$ cat config.mk
export PLATFORM = sky130hd
export DESIGN_NAME = rotate_left_seq_flat
export DESIGN_NICKNAME = d
export VERILOG_FILES = /design/src/rtl/rotate_left_seq_pkg.sv /design/src/rtl/rotate_left_seq_if.sv /design/src/rtl/rotate_left_seq.sv /design/src/flat_wrapper.sv
export SDC_FILE = /design/constraint.sdc
export NUM_CORES = 1
export LEC_CHECK = 0
export BUFFER_PORTS_ARGS = -buffer_cell sky130_fd_sc_hd__buf_2
export CELL_PAD_IN_SITES_DETAIL_PLACEMENT = 0
export CELL_PAD_IN_SITES_GLOBAL_PLACEMENT = 1
export CORE_ASPECT_RATIO = 2
export CORE_UTILIZATION = 37
export DETAILED_ROUTE_END_ITERATION = 6
export GPL_ROUTABILITY_DRIVEN = 1
export GPL_TIMING_DRIVEN = 0
export MAX_ROUTING_LAYER = met4
export PLACE_DENSITY = 0.91
export SLEW_MARGIN = 20
export SYNTH_ARGS = -nofsm -noshare
export SYNTH_HDL_FRONTEND = slang
export SYNTH_SLANG_ARGS = --single-unit
$ cat constraint.sdc
create_clock -name clk -period 3.6 [get_ports clk]
set_input_delay 0.72 -clock clk [delete_from_list [all_inputs] [get_ports clk]]
set_output_delay 0.72 -clock clk [all_outputs]
set_load 0.05 [all_outputs]
$ cat src/rtl/rotate_left_seq_pkg.sv
// Shared definitions for the iterative rotate-left ALU unit: state encoding,
// datapath widths and the rotate-by-one helper.
package rotate_left_seq_pkg;

  localparam int DATA_W = 16;
  localparam int CNT_W  = 4;

  typedef enum logic [1:0] {
    IDLE = 2'd0,
    ROT  = 2'd1,
    DONE = 2'd2
  } state_t;

  function automatic logic [DATA_W-1:0] rotl1(input logic [DATA_W-1:0] value);
    return {value[DATA_W-2:0], value[DATA_W-1]};
  endfunction

endpackage

$ cat src/rtl/rotate_left_seq_if.sv
// Start/done handshake, operands, result and flag bundle of the rotate-left unit.
interface rotate_left_seq_if;
  import rotate_left_seq_pkg::*;

  logic                          start;
  logic [DATA_W-1:0]             j;
  logic [CNT_W-1:0]              k;
  logic                          busy;
  logic                          done;
  logic [DATA_W-1:0]             result;
  logic                          Z;
  logic                          N;
  logic                          C;
  logic                          V;

  modport master (
    output start, j, k,
    input  busy, done, result, Z, N, C, V
  );

  modport slave (
    input  start, j, k,
    output busy, done, result, Z, N, C, V
  );
endinterface

$ cat src/rtl/rotate_left_seq.sv
// Iterative 16-bit rotate-left: one bit position per clock under a start/done
// handshake, with the ALU Z/N/C/V flag set.
module rotate_left_seq
  import rotate_left_seq_pkg::*;
(
  input  logic               clk,
  input  logic               rst,
  rotate_left_seq_if.slave   bus
);

  state_t            state_r;
  state_t            state_nxt;
  logic [DATA_W-1:0] work_r;
  logic [CNT_W-1:0]  cnt_r;
  logic              kz_r;
  logic              load_s;
  logic              step_s;

  // State register.
  always_ff @(posedge clk or posedge rst) begin
    if (rst) begin
      state_r <= IDLE;
    end else begin
      state_r <= state_nxt;
    end
  end

  // Next-state decode; start is only honoured outside ROT, and ROT exits at cnt == 1
  // so the counter never wraps.
  always_comb begin
    state_nxt = state_r;
    load_s    = 1'b0;
    step_s    = 1'b0;
    case (state_r)
      IDLE, DONE: begin
        if (bus.start) begin
          load_s    = 1'b1;
          state_nxt = (bus.k == 4'd0) ? DONE : ROT;
        end else begin
          state_nxt = IDLE;
        end
      end
      ROT: begin
        step_s = 1'b1;
        if (cnt_r == 4'd1) begin
          state_nxt = DONE;
        end else begin
          state_nxt = ROT;
        end
      end
      default: begin
        state_nxt = IDLE;
      end
    endcase
  end

  // Working register, remaining-count and zero-amount flag.
  always_ff @(posedge clk or posedge rst) begin
    if (rst) begin
      work_r <= 16'h0000;
      cnt_r  <= 4'd0;
      kz_r   <= 1'b0;
    end else if (load_s) begin
      work_r <= bus.j;
      cnt_r  <= bus.k;
      kz_r   <= (bus.k == 4'd0);
    end else if (step_s) begin
      work_r <= rotl1(work_r);
      cnt_r  <= cnt_r - 4'd1;
    end else begin
      work_r <= work_r;
      cnt_r  <= cnt_r;
      kz_r   <= kz_r;
    end
  end

  assign bus.busy   = (state_r == ROT);
  assign bus.done   = (state_r == DONE);
  assign bus.result = work_r;

  // Flags follow the shared ALU flag format; the bit last carried out of bit 15
  // lands in bit 0, so C is result[0] unless nothing was rotated.
  assign bus.Z = (work_r == 16'h0000);
  assign bus.N = work_r[DATA_W-1];
  assign bus.C = kz_r ? 1'b0 : work_r[0];
  assign bus.V = 1'b0;

endmodule

$ cat src/flat_wrapper.sv
// flat-port wrapper written by rule: the top's interface ports become plain ports
module rotate_left_seq_flat import rotate_left_seq_pkg::*;
  (clk, rst, bus_start, bus_j, bus_k, bus_busy, bus_done, bus_result, bus_Z, bus_N, bus_C, bus_V);
  rotate_left_seq_if bus_i ();
  input  logic clk;
  input  logic rst;
  input wire logic [$bits(bus_i.start)-1:0] bus_start;
  input wire logic [$bits(bus_i.j)-1:0] bus_j;
  input wire logic [$bits(bus_i.k)-1:0] bus_k;
  output wire logic [$bits(bus_i.busy)-1:0] bus_busy;
  output wire logic [$bits(bus_i.done)-1:0] bus_done;
  output wire logic [$bits(bus_i.result)-1:0] bus_result;
  output wire logic [$bits(bus_i.Z)-1:0] bus_Z;
  output wire logic [$bits(bus_i.N)-1:0] bus_N;
  output wire logic [$bits(bus_i.C)-1:0] bus_C;
  output wire logic [$bits(bus_i.V)-1:0] bus_V;
  assign bus_i.start = bus_start;
  assign bus_i.j = bus_j;
  assign bus_i.k = bus_k;
  assign bus_busy = bus_i.busy;
  assign bus_done = bus_i.done;
  assign bus_result = bus_i.result;
  assign bus_Z = bus_i.Z;
  assign bus_N = bus_i.N;
  assign bus_C = bus_i.C;
  assign bus_V = bus_i.V;
  rotate_left_seq u_core (.clk(clk), .rst(rst), .bus(bus_i));
endmodule
# == Word level (Yosys, flattened, before mapping) ==
# Cells that the tools add are included.
# op_classes
n_addsub,1
n_mul,0
n_div,0
magnitude_cmp,0
eq_ne,3
n_shift,0
mux,12
n_bitwise,0
n_reduce_logical,5
# op_table
cell,count
$mux 16,2
$logic_not 16->1,1
$mux 4,2
$mux 2,3
$eq 4x1->1 const B,1
$logic_not 4->1,1
$mux 1,4
$pmux 2 s2,1
$sub 4x1->4 const B,1
$eq 2x1->1 const B,1
$eq 2x2->1 const B,1
$logic_not 2->1,1
$reduce_bool 2->1,1
$reduce_or 2->1,1
# totals
ff_bits,23
latchBits,0
ramBits,0
romBits,0
n_memories,0

# == Depth between registers and ports, before layout ==
# depth
word_depth,4
mapped_depth,6

# == Worst setup path after synthesis ==
# OpenSTA, ideal clock, no wires.
# synth_timing
kind,register to output
start,"reg u_core.work_r[0], in the netlist u_core.bus.result[0]"
end,out bus_C
t_arrival_ps,1436
setup_slack_ps,1444
stages_incl_launch_ff,2
path_buffers,0
path_cell_list,dfrtp_1 nor2b_1
# synth_between
elab_chain_len,1
# synth_lines
item,line,text
start: declaration,rotate_left_seq.sv:13,logic [DATA_W-1:0] work_r;
start signal: assignment,rotate_left_seq.sv:64,work_r <= bus.j;
start signal: assignment,rotate_left_seq.sv:68,work_r <= rotl1(work_r);
start signal: assignment,rotate_left_seq.sv:71,work_r <= work_r;
$mux 1,rotate_left_seq.sv:85,assign bus.C = kz_r ? 1'b0 : work_r[0];
end: declaration,flat_wrapper.sv:15,output wire logic [$bits(bus_i.C)-1:0] bus_C;
# Every way passes these cells.

# == Final worst setup path ==
# layout_timing
start,reg u_core.state_r[1]
end,out bus_busy
# layout_between
elab_chain_len,1
# layout_lines
item,line,text
start: declaration,rotate_left_seq.sv:11,state_t state_r;
start signal: assignment,rotate_left_seq.sv:24,state_r <= state_nxt;
$eq 2x1->1,rotate_left_seq.sv:77,assign bus.busy = (state_r == ROT);
end: declaration,flat_wrapper.sv:10,output wire logic [$bits(bus_i.busy)-1:0] bus_busy;
# Every way passes these cells.

==> results.md <==
* Status: finished clean
* GRT Total Usage at 20.3%
* # H-tree levels at 1
* CTS root buf: clkbuf_8
* Crit share post-route at 65.3%
* Total die area at 0.00330 sq mm
* Commonest non-fill, non-tap cell in the layout: buf_2
* Die X at around 41 microns
* Crit path DAT at roughly 1600 ps
* Tmin final at approximately 2400 ps
* Setup Fix Bufs, Post-CTS at 0
* FMAX at 0.426 GHz
* Initial core utilization at 38.5%
* Final Hold Fails at 0
* Post-synth top area share at about half
* Final ANT Viol Nets at 0
* Routed vias/inst at 5.62
* Area grow syn2layout at 26.3%
* Final Util at 48.6%
* Core area at 0.00294 sq mm
* Top cells by area, synth: dfrtp_1 51%, a22oi_1 11%, nand3_1 7.1%, nand2_1 7.0%, nor4_1 2.8%
* Vias in the first global route at 1002
* Post-synth cell types at 27
* Post-synth top area cell: dfrtp_1
* Die extent in y at about 80 microns
* CP max FO at 10
* Slew margin rel. at between 40% and 50%
* First-pass GRT wire length at ~4600 microns
* CP max stage cell: dfrtp_1
* Setup CP Type: flop to primary output
* Initial DRC count at 50
* Worst path cell trace: nand2b_2 -> inv_1 -> buf_6 -> buf_2 -> buf_2
* Synth warnings at 0
* Grt total ovfl at 0
* CTS Sinks at 23
* CP most frequent cell: buf_2
* Share of layout cells above drive strength 1 at 33.3%
* Final Net Count at around 190
* Pin count of the biggest net entering global routing at 24
* CTS Buffer Depth at 2
* HPWL Detailed at 2350 microns
* Crit path max-delay family: buffers and inverters
* Crit end category: primary output
* FILL cells at 301
* Hold crit path type: flop to flop
* CTS resizes at 0
* Number of synthesized register bits at 23
* Ant diodes at 0
* Synth Instances at 118
* Final RePlAce weighted congestion at 0.742
* Initial antenna violation count at 0
* Crit start category: flop
* Final TNS setup at 0 ps
* Vias post-DR at 1095
* CTS tree: yes
* Largest stage delay, worst path at approximately 380 ps
* Max cap viols at 0
* Post-Syn Nets at 143
* RSZ-0062 raised after global routing: no
* Worst Tran Pin Value at 857 ps
* Synth Cell Area at 0.00113 sq mm
* # rows at 28
* Latest clock arrival within the worst-skew pair at 260 ps
* Port bufs at 43
* Crit path buf inv count at 4
* Clk_skew at 2.22 ps
* Residual DRC at 0
* Final slew viol count at 0
* First-pass DRT Iterations at 4
* Top-Level Pins at 45
* Clk slew on worst S/H paths at roughly 80 ps
* Critical Path RT at 2880 ps
* Seq/Total Area, Yosys at between 50% and 60%
* Final Setup Violations at 0
* Avg Cell Area, Syn at 9.61 sq um
* Total Wirelength at 3020 microns
* Drt wl/cell at ~15 microns
* Num CTS Buffers at 3
* Most frequent cells in the layout: 47 x buf_2, 23 x dfrtp_1, 21 x nand2_1
* Hold_buf cts at 0
## path summary, 6_finish.rpt
check,startpoint,endpoint,slack [ps],cells past startpoint
min in group asynchronous,rst,u_core.state_r[0],630,2
setup / recovery,u_core.state_r[1],bus_busy,1250,5
hold reg to reg,u_core.kz_r,u_core.kz_r,500,2
setup reg to reg,u_core.state_r[0],u_core.bus.result[6],2150,4
max in group asynchronous,rst,u_core.state_r[1],2450,2
hold / removal,u_core.kz_r,u_core.kz_r,500,2
## flip-flops by register name (all words and copies together) (netlist names)
signal,flops
u_core.bus.result,16
u_core.cnt_r,4
u_core.state_r,2
u_core.kz_r,1
## per-layer routing
layer / global-route usage [%] / wire (microns) / vias to the layer above
met2: 35.9 / 1720 / 37
met4: 5.48 / 30 / 0
li1: - / - / 521
met1: 22.8 / 1160 / 533
met5: - / 0 / -
met3: 1.66 / 116 / 4
## kinds of logic after synthesis
kind of cell	synth area share (%)
AOI/OAI and AO/OA	15.6
buffers and inverters	6.40
other	0.331
and+or+nand+nor	23.8
muxes	0.883
DFF	50.8
adders and majority gates	2.21
## cells in the mapped netlist
| library cell | instances |
|---|---|
| nand2_1 | 21 |
| nand2b_1 | 1 |
| buf_1 | 2 |
| conb_1 | 1 |
| nor3_1 | 1 |
| nand2b_2 | 1 |
| a211o_1 | 1 |
| o22ai_1 | 1 |
| nor2_1 | 3 |
| a32o_1 | 1 |
| nor2b_1 | 3 |
| a22oi_1 | 16 |
| or3_1 | 1 |
| nor4_1 | 5 |
| ha_1 | 2 |
| inv_1 | 4 |
| nand3_1 | 16 |
| nor3b_1 | 2 |
| a221o_1 | 2 |
| mux2i_1 | 1 |
| buf_4 | 2 |
| clkbuf_1 | 1 |
| buf_2 | 4 |
| a221o_2 | 1 |
| buf_6 | 1 |
| and4_1 | 1 |
| dfrtp_1 | 23 |
## final cells by class
class / count / area (sq um) / share of cell area, %
buffer: 10 / 57.6 / 4.02
timing repair buffer: 43 / 215 / 15.0
clock buffer: 4 / 45.0 / 3.15
inverter: 4 / 15.0 / 1.05
multi-input combinational: 81 / 485 / 33.9
tap: 30 / 37.5 / 2.62
sequential: 23 / 576 / 40.2
## stage by stage
stage          setup WS (ps)  cell area, sq um  std cells  hold WS (ps)
6_report                1250              1430        195           502
5_1_grt                 1160              1430        195           570
4_1_cts                 1240              1430        195           500
3_5_place_dp            1540              1390        191           481
3_3_place_gp            1560              1390        191           463
2_1_floorplan           1440              1130        118           448
## worst reg2reg max path: stages, from the launching register on
cell and delay [ps]:
dfrtp_1 410, nor2b_1 300, clkbuf_1 420, a22oi_1 190, nand2_1 90
Power is left out: the tool's default activity adds up to more than one toggle a clock period on the data nets, which glitch-free logic cannot reach.
